--- config.mk ---
export PLATFORM = sky130hd
export DESIGN_NAME = keypad_matrix_encoder
export DESIGN_NICKNAME = d
export VERILOG_FILES = /design/src/rtl/keypad_pkg.sv /design/src/rtl/keypad_tick_gen.sv /design/src/rtl/keypad_matrix_encoder.sv
export SDC_FILE = /design/constraint.sdc
export NUM_CORES = 1
export LEC_CHECK = 0
export BUFFER_PORTS_ARGS = -buffer_cell sky130_fd_sc_hd__buf_2
export CAP_MARGIN = 25
export CORE_UTILIZATION = 45
export CTS_CLUSTER_DIAMETER = 200
export DETAILED_ROUTE_END_ITERATION = 16
export MAX_ROUTING_LAYER = met4
export PLACE_DENSITY = 0.65
export SLEW_MARGIN = 20
export SYNTH_ARGS = -nofsm -noshare
export SYNTH_HDL_FRONTEND = slang
export SYNTH_SLANG_ARGS = --single-unit
--- constraint.sdc ---
create_clock -name CLK -period 5 [get_ports CLK]
set_input_delay 0.75 -clock CLK [delete_from_list [all_inputs] [get_ports CLK]]
set_output_delay 0.75 -clock CLK [all_outputs]
set_load 0.05 [all_outputs]
--- src/rtl/keypad_pkg.sv ---
// Shared types and constants for the 4x4 keypad encoder.
// Holds the scan FSM encoding and the row priority helper.
package keypad_pkg;

    localparam int NUM_ROWS = 4;
    localparam int NUM_COLS = 4;
    localparam int CODE_W   = 4;

    localparam logic [NUM_COLS-1:0] COL_RESET = 4'b1110;

    typedef enum logic [1:0] {
        SCAN,
        PRESS_DEB,
        HOLD,
        REL_DEB
    } state_e;

    // Index of the lowest active-low row; only meaningful when one is low.
    function automatic logic [1:0] lowest_low(input logic [NUM_ROWS-1:0] row);
        logic [1:0] idx;
        idx = 2'd3;
        for (int i = NUM_ROWS - 1; i >= 0; i--) begin
            if (!row[i]) idx = 2'(i);
        end
        return idx;
    endfunction

endpackage

--- src/rtl/keypad_tick_gen.sv ---
// Free-running divider producing a one-cycle scan tick.
// Tick fires on the last count so the first one lands SCAN_DIV cycles after reset.
module keypad_tick_gen #(
    parameter int SCAN_DIV = 10000
) (
    input  logic clk_i,
    input  logic rst_i,
    output logic tick_o
);

    localparam int CW = (SCAN_DIV > 1) ? $clog2(SCAN_DIV) : 1;
    localparam logic [CW-1:0] LAST = CW'(SCAN_DIV - 1);

    logic [CW-1:0] cnt_q;
    logic [CW-1:0] cnt_d;

    // Wrap the counter at the end of each scan period.
    always_comb begin
        cnt_d = cnt_q + 1'b1;
        if (cnt_q == LAST) cnt_d = '0;
    end

    // Counter register with synchronous reset.
    always_ff @(posedge clk_i) begin
        if (rst_i) cnt_q <= '0;
        else       cnt_q <= cnt_d;
    end

    assign tick_o = (cnt_q == LAST);

endmodule

--- src/rtl/keypad_matrix_encoder.sv ---
// 4x4 keypad scanner with press/release debounce.
// Replaces a 74C922-style encoder: latched code on {D,C,B,A}, E while held.
module keypad_matrix_encoder
    import keypad_pkg::*;
#(
    parameter int SCAN_DIV       = 10000,
    parameter int DEBOUNCE_TICKS = 4
) (
    input  logic                CLK,
    input  logic                RESET,
    input  logic [NUM_ROWS-1:0] ROW,
    output logic [NUM_COLS-1:0] COL,
    output logic                A,
    output logic                B,
    output logic                C,
    output logic                D,
    output logic                E
);

    localparam int DW = $clog2(DEBOUNCE_TICKS + 1);
    localparam logic [DW-1:0] DEB_LAST = DW'(DEBOUNCE_TICKS - 1);

    logic                tick;
    logic [NUM_ROWS-1:0] sync1_q;
    logic [NUM_ROWS-1:0] sync2_q;
    state_e              state_q;
    logic [1:0]          col_q;
    logic [1:0]          cand_row_q;
    logic [1:0]          cand_col_q;
    logic [DW-1:0]       deb_cnt_q;
    logic [CODE_W-1:0]   code_q;
    logic                e_q;
    logic                any_low;
    logic                row_low;

    keypad_tick_gen #(
        .SCAN_DIV(SCAN_DIV)
    ) u_tick (
        .clk_i (CLK),
        .rst_i (RESET),
        .tick_o(tick)
    );

    // Two-flop synchronizer for the asynchronous row lines.
    always_ff @(posedge CLK) begin
        if (RESET) begin
            sync1_q <= '1;
            sync2_q <= '1;
        end else begin
            sync1_q <= ROW;
            sync2_q <= sync1_q;
        end
    end

    assign any_low = ~&sync2_q;
    assign row_low = ~sync2_q[cand_row_q];

    // Scan/debounce FSM; all decisions happen on tick cycles only.
    always_ff @(posedge CLK) begin
        if (RESET) begin
            state_q    <= SCAN;
            col_q      <= '0;
            cand_row_q <= '0;
            cand_col_q <= '0;
            deb_cnt_q  <= '0;
            code_q     <= '0;
            e_q        <= 1'b0;
        end else if (tick) begin
            unique case (state_q)
                SCAN: begin
                    if (any_low) begin
                        cand_row_q <= lowest_low(sync2_q);
                        cand_col_q <= col_q;
                        deb_cnt_q  <= '0;
                        state_q    <= PRESS_DEB;
                    end else begin
                        col_q <= col_q + 1'b1;
                    end
                end
                PRESS_DEB: begin
                    if (row_low) begin
                        if (deb_cnt_q == DEB_LAST) begin
                            code_q  <= {cand_row_q, cand_col_q};
                            e_q     <= 1'b1;
                            state_q <= HOLD;
                        end else begin
                            deb_cnt_q <= deb_cnt_q + 1'b1;
                        end
                    end else begin
                        col_q   <= col_q + 1'b1;
                        state_q <= SCAN;
                    end
                end
                HOLD: begin
                    if (!row_low) begin
                        deb_cnt_q <= '0;
                        state_q   <= REL_DEB;
                    end
                end
                REL_DEB: begin
                    if (!row_low) begin
                        if (deb_cnt_q == DEB_LAST) begin
                            e_q     <= 1'b0;
                            col_q   <= col_q + 1'b1;
                            state_q <= SCAN;
                        end else begin
                            deb_cnt_q <= deb_cnt_q + 1'b1;
                        end
                    end else begin
                        state_q <= HOLD;
                    end
                end
                default: state_q <= SCAN;
            endcase
        end
    end

    assign COL          = ~(4'b0001 << col_q);
    assign {D, C, B, A} = code_q;
    assign E            = e_q;

endmodule

# Word-level counts from Yosys, hierarchy flattened
# Index checks and enable logic that the tools add are counted.
# W data, S select, Z words.
# word_totals
ff_bits	38
in_bits	6
output_inout_bits	9
# classes
addsub	3
magnitude_cmp	1
n_eq_ne	15
n_shift	1
n_mux	28
n_bitwise	3
reduce_logical	11
# op_table
operator	n
$mux W2	12
$ne A2 B2 Y1 const B	8
$mux W3	5
$add A14 B1 Y14 const B	1
$eq A14 B14 Y1 const B	1
$pmux W3 S4	1
$reduce_and A6 Y1	2
$reduce_and A5 Y1	2
$pmux W2 S4	1
$reduce_and A4 Y1	2
$mux W1	6
$ne A3 B3 Y1 const B	2
$pmux W2 S3	1
$eq A2 B2 Y1 const B	2
$not A4 Y4	1
$shl A1 B2 Y4 const A	1
$add A3 B1 Y3 const B	1
$eq A3 B2 Y1 const B	1
$lt A2 B3 Y1 const B	1
$reduce_and A3 Y1	1
$reduce_bool A3 Y1	1
$add A2 B1 Y2 const B	1
$bmux W1 S2	1
$eq A2 B1 Y1 const B	1
5 further kinds	6

# Logic depth before layout (Yosys ltp)
# Gate-level depths: netlist of the first run.
# logic_depth
ltp_word	4
depth_mapped	8
mapped_depth_nobuf	7

# Hierarchy
# From an unflattened synthesis of the first run, not the netlist that was laid out.
# unflattened
cells_unflattened	199
area_unflattened_um2	1816.7
# modules_own_cells
mod	n_inst	cells_per_inst	area_each_um2	seq_area_each_um2
keypad_matrix_encoder	1	129	1206.2	480.5
keypad_tick_gen	1	70	610.6	280.3

# Worst setup path after synthesis of the first run
# Ideal clock, no wire load.
# synth_path
path_kind	reg-to-reg
start	register u_tick.cnt_q[0]
end	register deb_cnt_q[0]
setup_ps	74
arrival_ps	1775
required_time_ps	4926
setup_slack_ps	3151
path_stages_with_launch	7
path_buffers	0
period_less_slack_ps	1849
cell_sequence	dfxtp_1 > ha_1 > and3_1 > nand4_4 > o21bai_4 > or4_1 > a31oi_1
# synth_via
elab_chain_len	2
# synth_rtl
item	line_no	rtl
start, declared	keypad_tick_gen.sv:14	logic [CW-1:0] cnt_q;
start signal, assigned	keypad_tick_gen.sv:26	else cnt_q <= cnt_d;
$eq A14 B14 Y1	keypad_tick_gen.sv:29	assign tick_o = (cnt_q == LAST);
$reduce_and A5 Y1 (no line)	n/a	
end signal, assigned	keypad_matrix_encoder.sv:87	deb_cnt_q <= deb_cnt_q + 1'b1;
end signal, assigned	keypad_matrix_encoder.sv:107	deb_cnt_q <= deb_cnt_q + 1'b1;
end, declared	keypad_matrix_encoder.sv:30	logic [DW-1:0] deb_cnt_q;
# No other way between the ends.
# A chain may end at the register's enable or synchronous reset.

# Worst setup path in the final report of the first run
# layout_path
start	register col_q[0]
end	output port COL[2]
# layout_via
elab_chain_len	2
# layout_rtl
item	line_no	rtl
start, declared	keypad_matrix_encoder.sv:27	logic [1:0] col_q;
start signal, assigned	keypad_matrix_encoder.sv:77	col_q <= col_q + 1'b1;
start signal, assigned	keypad_matrix_encoder.sv:90	col_q <= col_q + 1'b1;
start signal, assigned	keypad_matrix_encoder.sv:104	col_q <= col_q + 1'b1;
$shl A1 B2 Y4	keypad_matrix_encoder.sv:118	assign COL = ~(4'b0001 << col_q);
$not A4 Y4	keypad_matrix_encoder.sv:118	
end, declared	keypad_matrix_encoder.sv:12	output logic [NUM_COLS-1:0] COL,
# No other way between the ends.

==> flow_metrics.env, run 1 <==
export IMPL_period_minus_slack_ns=2.08
export IMPL_finalClockSkew_ns=0.00301
export IMPL_cts_hold_buf=0
export IMPL_cts_setup_buffers=0
export IMPL_power_frac_comb_pct=3.3
export IMPL_fin_nets=228
export IMPL_post_cts_resized=0
export IMPL_critical_path_arrival_ns=1.33
export IMPL_die_y_um=65.3
export IMPL_grt_pass1_vias=1318
export IMPL_power_density_nw_per_um2=268
export IMPL_p_leak_nw=0.783
export IMPL_hold_viol_final=0
export IMPL_fmax_mhz=481
export IMPL_routabilityCongestion=0.858
export IMPL_synth_cell_type_count=31
export IMPL_seqPwrFrac_pct=57.9
export IMPL_required_ns=4.25
export IMPL_placementRows=22
export IMPL_r2r_start="u_tick.cnt_q[0]"
export IMPL_drtIter0Drc=71
export IMPL_syn_nets=213
export IMPL_min_path_type="flip-flop to flip-flop"
export IMPL_grt_overflow_total=0
export IMPL_ys_ff_latch=38
export IMPL_drc=0
export IMPL_clkSinkCount=38
export IMPL_layout_drive_gt1_share_pct=19.0
export IMPL_cts_root_buf="clkbuf_8"
export IMPL_finalSetupViolations=0
export IMPL_r2r_end="deb_cnt_q[0]"
export IMPL_vdd_drop_max_uv=237
export IMPL_initial_core_util_pct=48.2
export IMPL_io_pins=15
export IMPL_tns_ns=0
export IMPL_cts_buffers=5
export IMPL_yosys_top_cells_area="dfxtp_1, ha_1, nor2_1, mux2i_1, xnor2_1"
export IMPL_grt_use_total_pct=18.1
export IMPL_power_mw=0.537
export IMPL_worst_pin_slew_ns=0.511
export IMPL_grt_max_degree=30
export IMPL_place_area_um2=1910
export IMPL_slew_violations=0
export IMPL_antenna_cells=0
export IMPL_syn_inst=195
export IMPL_finalCritPeriodShare_pct=41.6
export IMPL_cts_buffer_depth=2
export IMPL_switching_share_pct=23.1
export IMPL_rsz0062_at_grt="no"
export IMPL_finalInstanceArea_um2=2000
export IMPL_synth_edf_count=0
export IMPL_whs_endpoint="sync2_q[0]"
export IMPL_clk_pin_slew_ns=0.08
export IMPL_path_max_fanout=5
export IMPL_place_ws_ns=2.98
export IMPL_slew_headroom_pct=66.0
export IMPL_path_class="flip-flop to output port"
export IMPL_start_kind="flip-flop"
export IMPL_synth_warnings=0
export IMPL_via_per_inst=5.03
export IMPL_hold_depth=1
export IMPL_grt_pass1_wl_um=5670
export IMPL_wl_per_cell_um=11.8
export IMPL_reg2reg_slack_ns=2.96
export IMPL_reg2reg_depth=6
export IMPL_synth_area_um2=1810
export IMPL_p_int_mw=0.412
export IMPL_end_kind="output port"
export IMPL_synth_top_flop_cell="dfxtp_1"
export IMPL_die_area_um2=4270
export IMPL_portBuffers=14
export IMPL_antenna_found_initial=0
export IMPL_status="finished, final reports clean"
export IMPL_synth_avg_cell_area_um2=9.26
export IMPL_cts_tree="done"
export IMPL_synth_top_cell_by_area="dfxtp_1"
export IMPL_vias=1304
export IMPL_fp_dieW_um=65.3
export IMPL_layout_common_cells="dfxtp_1, nor2_1, inv_1"
export IMPL_layout_setup_ws_ns=2.92
export IMPL_pwr_share_clk_pct=38.9
export IMPL_clk_latency_ns=0.29
export IMPL_antenna_left=0
export IMPL_hp_start="sync1_q[0]"
export IMPL_core_area_um2=3740
export IMPL_synth_top_cell_area_share_pct=42.1
export IMPL_async_flop_share_pct=0
export IMPL_wirelength_um=3070
export IMPL_dp_final_hpwl_um=2300
export IMPL_yosysSeqAreaShare_pct=42.1
export IMPL_p_sw_mw=0.124
export IMPL_htree_num_levels=2
export IMPL_layout_commonest_cell="dfxtp_1"
export IMPL_maxCapViolations=0
export IMPL_syn_to_final_growth_pct=10.7
export IMPL_firstDrtPassIters=4
worst max path at each step:
stage                    startpoint           end  slack (ns)  cells past startpoint
finish                     col_q[0]        COL[2]        2.92                      4
global route               col_q[0]        COL[0]        2.80                      4
CTS                        col_q[0]        COL[2]        2.91                      4
detailed placement  u_tick.cnt_q[0]  deb_cnt_q[0]        2.98                      6
global placement    u_tick.cnt_q[0]  deb_cnt_q[0]        3.07                      6
floorplan           u_tick.cnt_q[0]  deb_cnt_q[0]        3.15                      6
power by group through the flow:
stage          Clock (mW)  Combinational (mW)  Sequential, mW
2_1_floorplan           0              0.0138           0.317
3_3_place_gp            0              0.0166           0.317
3_5_place_dp            0              0.0175           0.318
4_1_cts             0.214              0.0176           0.310
5_1_grt             0.231              0.0201           0.311
6_report            0.208              0.0176           0.310
synth_stat cells (all sizes together) (4+ instances only):
library cell  number
a21oi              6
clkbuf             5
dfxtp             38
ha                12
inv               15
mux2i             10
nand2              9
nand2b             4
nand3              7
nand4              4
nor2              36
nor3               6
o21ai              4
or2                8
xnor2              7
xor2               6
kinds of logic after synthesis:
logic type / Yosys count / share of synthesized area, %
buf+inv: 21 / 4.57
simple gates: 85 / 26.1
xor+xnor: 13 / 6.31
compound gates: 13 / 4.57
flops: 38 / 42.1
mux: 13 / 8.04
fa+ha+maj: 12 / 8.32
layout make-up:
type / count / area [µm²]
Clock buffer: 5 / 68.8
Clock inverter: 3 / 21.3
Fill cell: 372 / 1740
Inverter: 15 / 56.3
Multi-Input combinational cell: 136 / 962
Sequential cell: 38 / 761
Tap cell: 48 / 60.1
Timing Repair Buffer: 14 / 70.1
through the flow:
stage / utilization [%] / instances / hold slack, ns
after CTS: 53.4 / 259 / 0.412
after global routing: 53.4 / 259 / 0.427
final: 53.4 / 259 / 0.410
after detailed placement: 51.0 / 251 / 0.394
after floorplan: - / 195 / 0.389
after global placement: 51.0 / 251 / 0.393
state kept, by name, summed over array words and instances (netlist names), named ones only:
register,flops
cand_row_q,2
cand_col_q,2
E,1
sync1_q,4
deb_cnt_q,3
code_q,4
u_tick.cnt_q,14
sync2_q,4
state_q,1
col_q,2
per-layer routing:
| metal | share of wire, % | routed length (µm) | up-vias | GRT usage (%) |
|---|---|---|---|---|
| met2 | 47 | 1450 | 17 | 28.2 |
| met3 | 3.1 | 96 | 7 | 5.21 |
| met4 | 2.3 | 70 | 0 | 8.97 |
| met5 | 0 | 0 | - | - |
| met1 | 47 | 1440 | 600 | 21.4 |
| li1 | - | - | 680 | - |
worst max-delay path, cell delays in order (launching register included):
cell	delay, ns
dfxtp_1	0.44
inv_1	0.10
ha_1	0.20
inv_1	0.05
buf_2	0.25
Note: power is estimated with default switching activity, not from simulation.
==> run 2, diff against run 1 <==
Clock period 5 ns to 2.2 ns, I/O delays scaled along.
==> run 2 against run 1 <==
Final area up 2.4%. Clock skew up 0.0023 ns. Sequential cell count unchanged. Wire length decreased by 0.39%. Sequential power up 130%. Clock-buffer cell count unchanged. Sequential share of layout area is 0.88 points lower. Critical path depth increased by 2. Cell count unchanged. Register-to-register slack worse by 2.8 ns. Utilization rose by 1.3 points. First-iteration DRC count decreased by 34%. Critical path type is now flip-flop to flip-flop.
==> flow_metrics.env, run 2 (synthesized netlist as in run 1, its figures left out) <==
export IMPL_grt_max_degree=30
export IMPL_initial_core_util_pct=48.2
export IMPL_cts_setup_buffers=0
export IMPL_regMostFlops="u_tick.cnt_q"
export IMPL_drtIter0Drc=47
export IMPL_grt_pass1_vias=1299
export IMPL_cts_hold_buf=0
export IMPL_crit_start="u_tick.cnt_q[0]"
export IMPL_layout_common_cells="dfxtp_1, nor2_1, inv_1"
export IMPL_rsz0062_at_grt="no"
export IMPL_die_y_um=65.3
export IMPL_portBuffers=14
export IMPL_drc=0
export IMPL_r2r_end="deb_cnt_q[0]"
export IMPL_reg2reg_depth=6
export IMPL_via_per_inst=5.01
export IMPL_layout_drive_gt1_share_pct=19.0
export IMPL_antenna_left=0
export IMPL_wl_per_cell_um=11.8
export IMPL_fmax_mhz=491
export IMPL_finalSetupViolations=0
export IMPL_dp_final_hpwl_um=2290
export IMPL_grt_use_total_pct=17.8
export IMPL_largest_reg_flops=14
export IMPL_endpoint="deb_cnt_q[0]"
export IMPL_slew_headroom_pct=67.4
export IMPL_core_area_um2=3740
export IMPL_p_leak_nw=0.807
export IMPL_status="finished, final reports clean"
export IMPL_io_pins=15
export IMPL_start_kind="flip-flop"
export IMPL_period_minus_slack_ns=2.04
export IMPL_grt_pass1_wl_um=5650
export IMPL_min_path_type="input port to flip-flop"
export IMPL_antenna_found_initial=0
export IMPL_worst_pin_slew_ns=0.489
export IMPL_placementRows=22
export IMPL_reg2reg_slack_ns=0.16
export IMPL_r2r_start="u_tick.cnt_q[0]"
export IMPL_maxCapViolations=0
export IMPL_clk_latency_ns=0.29
export IMPL_power_density_nw_per_um2=707
export IMPL_end_kind="flip-flop"
export IMPL_syn_to_final_growth_pct=13.4
export IMPL_hold_viol_final=0
export IMPL_fin_nets=228
export IMPL_hp_start="ROW[1]"
export IMPL_htree_num_levels=2
export IMPL_path_max_fanout=8
export IMPL_required_ns=2.41
export IMPL_grt_overflow_total=0
export IMPL_firstDrtPassIters=4
export IMPL_finalCritPeriodShare_pct=92.6
export IMPL_die_area_um2=4270
export IMPL_cts_buffer_depth=2
export IMPL_fp_dieW_um=65.3
export IMPL_critical_path_arrival_ns=2.25
export IMPL_fill_cells=362
export IMPL_cp_cell_sequence="ha_1 -> and3_1 -> nand4_4 -> o21bai_4 -> or4_1 -> a31oi_1"
export IMPL_clk_pin_slew_ns=0.08
export IMPL_layout_commonest_cell="dfxtp_1"
export IMPL_post_cts_resized=0
export IMPL_cts_tree="done"
export IMPL_power_mw=1.45
export IMPL_slew_violations=0
export IMPL_cts_buffers=5
export IMPL_clkSinkCount=38
export IMPL_vias=1298
export IMPL_path_class="flip-flop to flip-flop"
export IMPL_vdd_drop_max_uv=552
export IMPL_max_stage_delay_ns=0.47
export IMPL_antenna_cells=0
export IMPL_wirelength_um=3050
export IMPL_tns_ns=0
export IMPL_routabilityCongestion=0.858
export IMPL_critical_path_slowest_cell="or4_1"
export IMPL_cts_root_buf="clkbuf_8"
export IMPL_finalClockSkew_ns=0.00528
-- run 2: cell types whose count changed in the layout (fill, tap and decap cells not counted), sizes merged --
cell,previous run,this run
clkinvlp,1,0
clkinv,2,1
bufinv,0,2
-- run 2: per-layer routing --
| metal | routed length (µm) | vias up | global-route usage (%) |
|---|---|---|---|
| li1 | - | 677 | - |
| met1 | 1400 | 599 | 19.9 |
| met2 | 1530 | 18 | 29.6 |
| met3 | 90 | 4 | 4.69 |
| met4 | 31 | 0 | 8.15 |
| met5 | 0 | - | - |
-- run 2: worst min-delay path by stage --
stage,cells past startpoint,to
floorplan,1,sync2_q[0]
global placement,1,sync2_q[2]
CTS,2,sync1_q[1]
global route,2,sync1_q[3]
detailed placement,1,sync2_q[3]
finish,2,sync1_q[1]
-- run 2: layout make-up --
cell class	instances	area, µm²	area share, %
clock buffer	5	68.8	3.36
timing repair buffer	14	70.1	3.42
clock inverter	3	68.8	3.36
multi-input combinational	136	962	47.0
sequential	38	761	37.2
inverter	15	56.3	2.75
tap	48	60.1	2.93
-- run 2: critical path: cells and delay by family, from the launching register on --
kind	cells	cell delay, ns
adder cells (fa/ha/maj)	1	0.20
flip-flops	1	0.38
AND/OR/NAND/NOR	3	0.96
AO/OA/AOI/OAI	2	0.43
-- run 2: power by group --
group	switching, mW	internal, mW	total, mW
combinational	0.0232	0.0163	0.0395
clock	0.248	0.454	0.702
sequential	0.00697	0.699	0.706
-- run 2: metrics by stage --
stage,util [%],hold WS [ns],worst slack (ns),instances,area [µm²]
after floorplan,-,0.389,0.351,195,1810
after global placement,51.0,0.393,0.267,251,1910
after detailed placement,51.0,0.392,0.189,251,1910
after CTS,54.7,0.207,0.173,259,2050
after global routing,54.7,0.212,0.0108,259,2050
final,54.7,0.219,0.162,259,2050
==> run 3, diff against run 2 <==
Settings changed: BUFFER_PORTS_ARGS -buffer_cell sky130_fd_sc_hd__buf_2 to default, DONT_BUFFER_PORTS from default to 1, PLACE_DENSITY 0.65 to default.
==> run 3 against run 2 <==
Clock-buffer cell count did not move. Worst hold slack lost 0.12 ns. Final area decreased by 4.6%. Utilization down 2.5 points. Power shrank 8.5%. Via count down 2.3%. Largest power group unchanged. Die area is the same. Highest routed layer unchanged. Wire length fell by 1.0%. Sequential share of layout area rose by 1.8 points. Global-route usage down 0.69 points. Critical path depth unchanged. Critical endpoint unchanged. Combinational power fell by 27%.
==> flow_metrics.env, run 3 (synthesized netlist as in run 1, its figures left out) <==
export IMPL_seqPwrFrac_pct=53.3
export IMPL_post_cts_resized=0
export IMPL_cts_tree="done"
export IMPL_path_class="flip-flop to flip-flop"
export IMPL_period_minus_slack_ns=2.03
export IMPL_layout_setup_ws_ns=0.173
export IMPL_io_pins=15
export IMPL_core_area_um2=3740
export IMPL_grt_overflow_total=0
export IMPL_regArea_um2=761
export IMPL_cts_root_buf="clkbuf_8"
export IMPL_p_leak_nw=0.729
export IMPL_min_path_type="input port to flip-flop"
export IMPL_finalCritPeriodShare_pct=92.1
export IMPL_clk_latency_ns=0.29
export IMPL_layout_drive_gt1_share_pct=13.2
export IMPL_critical_path_slowest_cell="or4_1"
export IMPL_clk_pin_slew_ns=0.08
export IMPL_cp_num_buf_inv=0
export IMPL_tns_ns=0
export IMPL_worst_pin_slew_ns=0.520
export IMPL_portBuffers=0
export IMPL_grt_max_degree=30
export IMPL_path_max_fanout=8
export IMPL_cp_top_family="simple AND/OR/NAND/NOR gates"
export IMPL_maxCapViolations=0
export IMPL_pwr_share_clk_pct=44.5
export IMPL_post_place_cells=237
export IMPL_status="finished, final reports clean"
export IMPL_cts_hold_buf=0
export IMPL_switching_share_pct=20.8
export IMPL_cts_buffer_depth=2
export IMPL_routabilityCongestion=0.781
export IMPL_p_int_mw=1.05
export IMPL_dp_final_hpwl_um=2220
export IMPL_syn_to_final_growth_pct=8.18
export IMPL_layout_common_cells="dfxtp_1, nor2_1, inv_1"
export IMPL_hold_viol_final=0
export IMPL_wl_per_cell_um=12.3
export IMPL_regMostFlops="u_tick.cnt_q"
export IMPL_slew_headroom_pct=65.4
export IMPL_drtIter0Drc=92
export IMPL_crit_start="u_tick.cnt_q[0]"
export IMPL_placementRows=22
export IMPL_grt_pass1_wl_um=5420
export IMPL_max_stage_delay_ns=0.49
export IMPL_htree_num_levels=2
export IMPL_grt_use_total_pct=17.1
export IMPL_power_density_nw_per_um2=678
export IMPL_cts_buffers=5
export IMPL_vdd_drop_max_uv=481
export IMPL_finalSetupViolations=0
export IMPL_place_ws_ns=0.173
export IMPL_via_per_inst=5.18
export IMPL_end_kind="flip-flop"
export IMPL_fmax_mhz=493
export IMPL_required_ns=2.43
export IMPL_r2r_start="u_tick.cnt_q[0]"
export IMPL_hp_start="RESET"
export IMPL_cts_setup_buffers=0
export IMPL_wirelength_um=3020
export IMPL_antenna_found_initial=0
export IMPL_grt_pass1_vias=1226
export IMPL_finalClockSkew_ns=0.00779
export IMPL_start_kind="flip-flop"
export IMPL_largest_reg_flops=14
export IMPL_p_sw_mw=0.275
export IMPL_die_y_um=65.3
export IMPL_rsz0062_at_grt="no"
export IMPL_slew_violations=0
export IMPL_multi_input_area_um2=962
export IMPL_initial_core_util_pct=48.2
export IMPL_die_area_um2=4270
export IMPL_fp_dieW_um=65.3
export IMPL_clkSinkCount=38
export IMPL_fill_cells=373
export IMPL_drc=0
export IMPL_cp_cell_sequence="ha_1 -> and3_1 -> nand4_4 -> o21bai_4 -> or4_1 -> a31oi_1"
export IMPL_vias=1268
export IMPL_fin_nets=214
export IMPL_antenna_cells=0
export IMPL_critical_path_arrival_ns=2.25
export IMPL_firstDrtPassIters=4
export IMPL_power_frac_comb_pct=2.2
export IMPL_antenna_left=0
export IMPL_layout_commonest_cell="dfxtp_1"
export IMPL_instances_no_fill=245
[run 3: final timing paths]
path         slack, ns      endpoint  cells past startpoint
max reg2reg       0.17  deb_cnt_q[0]                      6
min                0.1  deb_cnt_q[0]                      1
max               0.17  deb_cnt_q[0]                      6
min reg2reg       0.41    sync2_q[3]                      1
[run 3: power by group through the flow]
stage / Clock (mW) / Sequential (mW) / Combinational, mW
after floorplan: 0 / 0.720 / 0.0315
after global placement: 0 / 0.721 / 0.0276
after detailed placement: 0 / 0.722 / 0.0291
after CTS: 0.606 / 0.706 / 0.0294
after global routing: 0.632 / 0.707 / 0.0332
final: 0.590 / 0.706 / 0.0289
[run 3: cell type report]
type / instances / area share [%]
Tap cell: 48 / 3.07
Sequential cell: 38 / 38.9
Clock buffer: 5 / 3.52
Inverter: 15 / 2.88
Multi-Input combinational cell: 136 / 49.3
Clock inverter: 3 / 2.31
[run 3: per-layer routing]
metal / wire length, µm / GRT usage, %
met2: 1470 / 27.6
met5: 0 / -
met3: 82 / 4.69
met4: 44 / 6.52
met1: 1420 / 20.3
[run 3: stage by stage]
stage / utilization, % / cell area [µm²] / hold WS (ns) / power (mW)
after floorplan: - / 1810 / 0.389 / 0.752
after global placement: 49.1 / 1840 / 0.393 / 0.749
after detailed placement: 49.1 / 1840 / 0.393 / 0.751
after CTS: 52.2 / 1950 / 0.0897 / 1.34
after global routing: 52.2 / 1950 / 0.0893 / 1.37
final: 52.2 / 1950 / 0.0963 / 1.32
